<file path="src/rtl/dcache_mem_initiator_pkg.sv">
// Shared memory-port encodings for the data-cache memory initiator.
// Command, status and access-size codes driven to and decoded from main memory.
package dcache_mem_initiator_pkg;

  localparam logic [1:0] MEM_NOP   = 2'd0;
  localparam logic [1:0] MEM_READ  = 2'd1;
  localparam logic [1:0] MEM_WRITE = 2'd2;

  localparam logic [1:0] MEM_RESTING       = 2'd0;
  localparam logic [1:0] MEM_DATA_FINISHED = 2'd1;
  localparam logic [1:0] MEM_INST_FINISHED = 2'd2;

  localparam logic [2:0] ONE_BYTE   = 3'd0;
  localparam logic [2:0] TWO_BYTE   = 3'd1;
  localparam logic [2:0] FOUR_BYTE  = 3'd2;
  localparam logic [2:0] EIGHT_BYTE = 3'd3;

endpackage

</file>
<file path="src/rtl/dcache_mem_initiator.sv">
// Splits one cache-line fill or writeback into fully handshaken 4-byte memory beats
// and assembles read beats into a line.
module dcache_mem_initiator
  import dcache_mem_initiator_pkg::*;
#(
  parameter int unsigned ADDR_WIDTH       = 17,
  parameter int unsigned DATA_LEN         = 32,
  parameter int unsigned LINE_WORDS       = 4,
  parameter int unsigned ENTRY_INDEX_SIZE = 3
) (
  input  logic                           clk,
  input  logic                           rst_n,
  input  logic                           req_valid,
  output logic                           req_ready,
  input  logic                           req_write,
  input  logic [ADDR_WIDTH-1:0]          req_addr,
  input  logic [LINE_WORDS*DATA_LEN-1:0] req_wdata,
  output logic                           resp_valid,
  output logic [LINE_WORDS*DATA_LEN-1:0] resp_rdata,
  output logic [1:0]                     d_cache_mem_vis_signal,
  output logic [ADDR_WIDTH-1:0]          d_cache_mem_vis_addr,
  output logic [DATA_LEN-1:0]            written_data,
  output logic [2:0]                     data_type,
  output logic [ENTRY_INDEX_SIZE:0]      length,
  input  logic [DATA_LEN-1:0]            mem_data,
  input  logic [1:0]                     mem_status
);

  localparam int unsigned LineBytesLog2 = $clog2(LINE_WORDS * 4);
  localparam int unsigned BeatW         = (LINE_WORDS > 1) ? $clog2(LINE_WORDS) : 1;
  localparam int unsigned LenW          = ENTRY_INDEX_SIZE + 1;
  localparam logic [ADDR_WIDTH-1:0] AlignMask = ~ADDR_WIDTH'((64'd1 << LineBytesLog2) - 64'd1);
  localparam logic [BeatW-1:0]      LastBeat  = BeatW'(LINE_WORDS - 1);

  typedef enum logic [1:0] {
    StIdle,
    StIssue,
    StGap,
    StDone
  } state_e;

  state_e                         state_q;
  logic [BeatW-1:0]               beat_q;
  logic [BeatW-1:0]               next_beat;
  logic                           write_q;
  logic [LINE_WORDS*DATA_LEN-1:0] wline_q;
  logic [LINE_WORDS*DATA_LEN-1:0] line_q;

  assign req_ready = (state_q == StIdle);
  assign data_type = FOUR_BYTE;
  assign length    = LenW'(LINE_WORDS);
  assign next_beat = beat_q + BeatW'(1);

  always_ff @(posedge clk or negedge rst_n) begin
    if (!rst_n) begin
      state_q                <= StIdle;
      beat_q                 <= '0;
      write_q                <= 1'b0;
      wline_q                <= '0;
      line_q                 <= '0;
      d_cache_mem_vis_signal <= MEM_NOP;
      d_cache_mem_vis_addr   <= '0;
      written_data           <= '0;
      resp_valid             <= 1'b0;
      resp_rdata             <= '0;
    end else begin
      resp_valid <= 1'b0;
      unique case (state_q)
        StIdle: begin
          if (req_valid) begin
            write_q                <= req_write;
            wline_q                <= req_wdata;
            beat_q                 <= '0;
            d_cache_mem_vis_addr   <= req_addr & AlignMask;
            written_data           <= req_wdata[DATA_LEN-1:0];
            d_cache_mem_vis_signal <= req_write ? MEM_WRITE : MEM_READ;
            state_q                <= StIssue;
          end
        end
        StIssue: begin
          // Instruction-side completions and resting status leave the beat pending.
          if (mem_status == MEM_DATA_FINISHED) begin
            if (!write_q) begin
              line_q[int'(beat_q) * DATA_LEN +: DATA_LEN] <= mem_data;
            end
            d_cache_mem_vis_signal <= MEM_NOP;
            state_q                <= StGap;
          end
        end
        StGap: begin
          if (mem_status == MEM_RESTING) begin
            if (beat_q == LastBeat) begin
              resp_valid <= 1'b1;
              if (!write_q) begin
                resp_rdata <= line_q;
              end
              state_q <= StDone;
            end else begin
              beat_q                 <= next_beat;
              d_cache_mem_vis_addr   <= d_cache_mem_vis_addr + ADDR_WIDTH'(4);
              written_data           <= wline_q[int'(next_beat) * DATA_LEN +: DATA_LEN];
              d_cache_mem_vis_signal <= write_q ? MEM_WRITE : MEM_READ;
              state_q                <= StIssue;
            end
          end
        end
        StDone: begin
          state_q <= StIdle;
        end
        default: begin
          state_q <= StIdle;
        end
      endcase
    end
  end

endmodule

</file>
<file path="config.mk">
export PLATFORM = sky130hd
export DESIGN_NAME = dcache_mem_initiator
export DESIGN_NICKNAME = d
export VERILOG_FILES = /design/src/rtl/dcache_mem_initiator_pkg.sv /design/src/rtl/dcache_mem_initiator.sv
export SDC_FILE = /design/constraint.sdc
export NUM_CORES = 1
export LEC_CHECK = 0
export CAP_MARGIN = 20
export CORE_MARGIN = 10
export CORE_UTILIZATION = 60
export DETAILED_ROUTE_END_ITERATION = 6
export DONT_BUFFER_PORTS = 1
export PLACE_DENSITY = 0.84
export REMOVE_ABC_BUFFERS = 1
export SLEW_MARGIN = 20
export SYNTH_ARGS = -nofsm -noshare
export SYNTH_HDL_FRONTEND = slang
export SYNTH_SLANG_ARGS = --single-unit
</file>
<file path="constraint.sdc">
create_clock -name clk -period 3.1 [get_ports clk]
set_clock_uncertainty 0.2 [all_clocks]
set_input_delay 0.62 -clock clk [delete_from_list [all_inputs] [get_ports clk]]
set_output_delay 0.62 -clock clk [all_outputs]
set_load 0.02 [all_outputs]
</file>
# --- Word-level counts from Yosys, hierarchy flattened ---
# Index checks and enable logic that the tools add are counted.
classes:
  n_addsub: 3
  eq_ne: 9
  shifts: 3
  n_mux: 28
  n_bitwise: 1
  n_reduce_logical: 10
op_table:
  columns: ["operator", "n"]
  rows:
  - ["$bwmux W128", 1]
  - ["$shift A32 B34 Y128 const A", 1]
  - ["$shiftx A128 B8 Y32", 1]
  - ["$shiftx A32 B34 Y128", 1]
  - ["$mux W32", 3]
  - ["$pmux W32 S2", 1]
  - ["$mux W17", 3]
  - ["$neg A7 Y34", 1]
  - ["$pmux W17 S2", 1]
  - ["$mux W2", 13]
  - ["$add A17 B3 Y17 const B", 1]
  - ["$ne A2 B2 Y1 const B", 4]
  - ["$pmux W2 S4", 1]
  - ["$reduce_and A4 Y1", 2]
  - ["$eq A2 B2 Y1 const B", 3]
  - ["$pmux W2 S3", 1]
  - ["$reduce_and A3 Y1", 2]
  - ["$reduce_and A5 Y1", 1]
  - ["$eq A2 B1 Y1 const B", 2]
  - ["$logic_not A2 Y1", 2]
  - ["$pmux W2 S2", 1]
  - ["$mux W1", 3]
  - ["$reduce_bool A3 Y1", 1]
  - ["$add A2 B1 Y2 const B", 1]
  - ["3 further kinds", 3]
word_totals:
  register_bits: 441
  input_bits: 183
  out_inout_bits: 188
  word_cells: 64

# --- Longest topological paths before layout ---
depth:
  ltp_word: 5
  depth_mapped: 9
  depth_no_buf: 6

# --- Least setup slack after synthesis ---
# OpenSTA, ideal clock, no wires.
synth_path:
  kind: "register to register"
  start: "reg beat_q[0]"
  end: "reg written_data[2]"
  setup_time_ns: 0.120
  arrival_time_ns: 1.925
  t_required_ns: 2.780
  setup_slack_ns: 0.855
  path_stages_with_launch: 9
  path_buffers: 3
  period_less_slack_ns: 2.245
  path_cell_list: "dfrtp_1 > buf_6 > inv_2 > ha_1 > buf_4 > buf_1 > mux4_2 > o22ai_1 > nor2_1"
synth_between:
  elab_chain_len: 5
  word_cells_on_any_way: 8
  classes_between: "add/sub: 1; eq/ne: 2; shift: 1; mux: 3; reduce/logical: 1"
synth_lines:
  columns: ["element", "line", "source"]
  rows:
  - ["start: declaration", "dcache_mem_initiator.sv:43", "logic [BeatW-1:0] beat_q;"]
  - ["start signal: assignment", "dcache_mem_initiator.sv:99", "beat_q <= next_beat;"]
  - ["$add A2 B1 Y2", "dcache_mem_initiator.sv:52", "assign next_beat = beat_q + BeatW'(1);"]
  - ["$shiftx A128 B8 Y32", "dcache_mem_initiator.sv:101", "written_data <= wline_q[int'(next_beat) * DATA_LEN +: DATA_LEN];"]
  - ["$mux W32", "dcache_mem_initiator.sv:92", "if (beat_q == LastBeat) begin"]
  - ["$mux W32", "dcache_mem_initiator.sv:91", "if (mem_status == MEM_RESTING) begin"]
  - ["$pmux W32 S2", "dcache_mem_initiator.sv:68", "unique case (state_q)"]
  - ["end signal: assignment", "dcache_mem_initiator.sv:75", "written_data <= req_wdata[DATA_LEN-1:0];"]
  - ["end signal: assignment", "dcache_mem_initiator.sv:101", null]
  - ["end: declaration", "dcache_mem_initiator.sv:22", "output logic [DATA_LEN-1:0] written_data,"]
# Parallel ways exist; a longest one is shown, timed or not. The select of a mux whose other input is x is not followed.
# A chain may end at the register's enable or synchronous reset.

# --- Final worst setup path ---
layout_path:
  start: "reg state_q[0]"
  end: "out req_ready"
layout_between:
  elab_chain_len: 1
layout_lines:
  columns: ["element", "line", "source"]
  rows:
  - ["start: declaration", "dcache_mem_initiator.sv:42", "state_e state_q;"]
  - ["start signal: assignment", "dcache_mem_initiator.sv:56", "state_q <= StIdle;"]
  - ["start signal: assignment", "dcache_mem_initiator.sv:77", "state_q <= StIssue;"]
  - ["start signal: assignment", "dcache_mem_initiator.sv:87", "state_q <= StGap;"]
  - ["$logic_not A2 Y1", "dcache_mem_initiator.sv:49", "assign req_ready = (state_q == StIdle);"]
  - ["end: declaration", "dcache_mem_initiator.sv:14", "output logic req_ready,"]
# No other way between the ends.

==> impl_metrics.yaml <==
synth:
  synth.distinct_cells: 54
  synth_xor_area_frac: 0
  synth_top_family_by_area: "multiplexers"
  ys_ff_latch: 439
  synthDominantCellAreaShare: 0.5884
  synth_compound_area_frac: 0.08109
  synth_mux_area_frac: 0.1948
  syn-mean-instance-area_um2: 12.72
  synth-simple-area-share: 0.08504
  yosysTopAreaCell: "dfrtp_1"
  synthAdderAreaFrac: 0.007372
  synthCells: 1468
  yosysSeqAreaShare: 0.5884
  ys.flop_type: "dfrtp_1"
  netlist_top_cells_area: "dfrtp_1, mux2_2, nand2_1, mux4_2, o21ai_0"
  netlist_area_um2: 18670
  synth_edf_count: 0
  synthArstFlopShare: 1.000
  yosysWarnings: 0
clock_network:
  ctsHoldBuffers: 13
  cts.sinks: 439
  ctsResizeCount: 0
  clock_latency_ns: 0.53
  h-tree-depth: 2
  cts-root-buf: "clkbuf_16"
  postCtsSetupBuffers: 0
  cts_tree: "built"
  clockBufferDepth: 3
  cts_buffers: 43
  path_clk_slew_ns: 0.06
die:
  die_w_um: 196.4
  die_h_um: 196.4
  start_util: 0.6088
  coreArea_um2: 30670
  dieArea_um2: 38570
  rows: 64
  io_pins: 371
setup_path:
  startpoint_type: "flip-flop"
  crit_fanout: 34
  crit_arrival_ns: 1.82
  path_class: "flip-flop to output pin"
  r2r_cells: 6
  endpoint_kind: "output pin"
  required_ns: 2.28
cells_and_area:
  nNetsFinal: 1644
  final_area_um2: 20230
  drive_gt1_frac: 0.2628
  syn_to_final_growth_pct: 8.337
  nFillCells: 2098
  mostFrequentLayoutCell: "dfrtp_1"
  mostFrequentLayoutCells: "dfrtp_1, nand2_1, mux2_2, o21ai_0, nor2_1"
  multiInputGateArea_um2: 6932
  regArea_um2: 10990
status:
  violations: "negative hold slack"
  outcome: "finished, violations left"
power_and_ir_drop:
  powerDensity_nw_per_um2: 915.3
  peakVddDrop_mv: 0.8440
  leakage_nw: 9.042
global_routing:
  antenna_found_initial: 12
  grt_pass1_vias: 12210
  gr-total-overflow: 0
  grt_pass1_wl_mm: 72.53
  grt_usage: 0.2362
  grt_max_degree: 440
timing:
  hold_viol_final: 439
  fmax_mhz: 378.6
  worst_pin_slew_ns: 0.7211
  fin_crit_ns: 2.641
  slew_violations: 0
  min_period_over_period: 0.8520
  worst_slack_ns: 0.4588
  holdWs_ns: -0.4212
  rsz0062_at_grt: "false"
  setup_viol: 0
  maxSlewHeadroom: 0.5192
drt:
  first_pass_iters: 6
  routed_wirelength_mm: 46.64
  drt_drc_violations_left: 0
  viasPerCell: 6.194
  vias: 11630
  ant_nets: 0
  drt_iter0_markers: 878
  wl_per_cell_um: 24.83
place:
  place_area_um2: 18710
  port_buffers: 0
  gp_congestion: 0.8565
  post-place-ws_ns: 0.6133
  hpwlAfterDp_mm: 30.48
run:
  drv_cap: 0
hold_path:
  hold_class: "input pin to async pin"
power breakdown:
part           switching (W)  total (W)  leakage [nW]  internal [W]
clock network        0.00213    0.00511         0.674       0.00297
registers            0.00142    0.00853          5.66       0.00710
logic                0.00240    0.00488          2.70       0.00248
cells by family after synthesis:
kind of cell,Yosys count
buf+inv,116
flops,439
compound gates,246
simple gates,363
other cells,2
mux,291
fa+ha+maj,11
area by class of cell:
class                           instances  area share
Inverter                                8    0.001485
Sequential cell                       439      0.5432
Clock inverter                         11    0.006371
Clock buffer                           64     0.06211
Antenna cell                            2   0.0002474
Timing Repair Buffer                   38     0.01942
Tap cell                              396     0.02450
Multi-Input combinational cell        920      0.3427
stage by stage:
| stage | util | cells | hold slack [ns] | total power, W | TNS [ns] |
|---|---|---|---|---|---|
| after detailed placement | 0.6099 | 1788 | 0.1370 | 0.01339 | 0 |
| final | 0.6595 | 1878 | -0.4212 | 0.01851 | 0 |
| after CTS | 0.6594 | 1876 | -0.4342 | 0.01859 | 0 |
| after floorplan | - | 1367 | 0.1244 | 0.01211 | -1080.65 |
| after global placement | 0.6099 | 1788 | 0.1371 | 0.01305 | 0 |
| after global routing | 0.6594 | 1876 | -0.4425 | 0.01940 | 0 |
path summary, 6_finish.rpt:
path / from / to / slack, ns
worst max register to register: beat_q[0] / written_data[11] / 0.56
worst min-delay path: rst_n / line_q[69] / -0.42
max in group asynchronous: rst_n / line_q[121] / 2.50
worst min register to register: line_q[73] / line_q[73] / 0.27
min in group clk: mem_data[24] / line_q[56] / 0.02
worst max-delay path: state_q[0] / req_ready / 0.46
state kept, by name (all words and copies together) (netlist names):
| register | cells |
|---|---|
| line_q | 128 |
| resp_rdata | 128 |
| wline_q | 128 |
| written_data | 32 |
| d_cache_mem_vis_addr | 15 |
| beat_q | 2 |
| d_cache_mem_vis_signal | 2 |
| state_q | 2 |
| resp_valid | 1 |
| write_q | 1 |
cells in the mapped netlist (18+ instances only):
library cell  instances
a21oi_1              18
buf_2                45
clkbuf_1             21
dfrtp_1             439
mux2_2              248
mux4_2               32
nand2_1             249
nor2_1               65
o21ai_0             116
o22a_1               33
o22ai_1              38
routing by layer:
metal	part of all wire	GRT usage	routed length, um	up-vias
met4	0.024	0.05995	1110	20
li1	-	-	-	5103
met3	0.12	0.1124	5806	117
met1	0.36	0.2675	16870	5900
met2	0.49	0.3952	22740	493
met5	0.0025	0	117	-
worst max-delay path: stages (launching register included):
cell     delay [ns]
dfrtp_1        0.42
inv_1          0.14
ha_2           0.25
buf_4          0.46
Power figures use the tool's default switching activity.
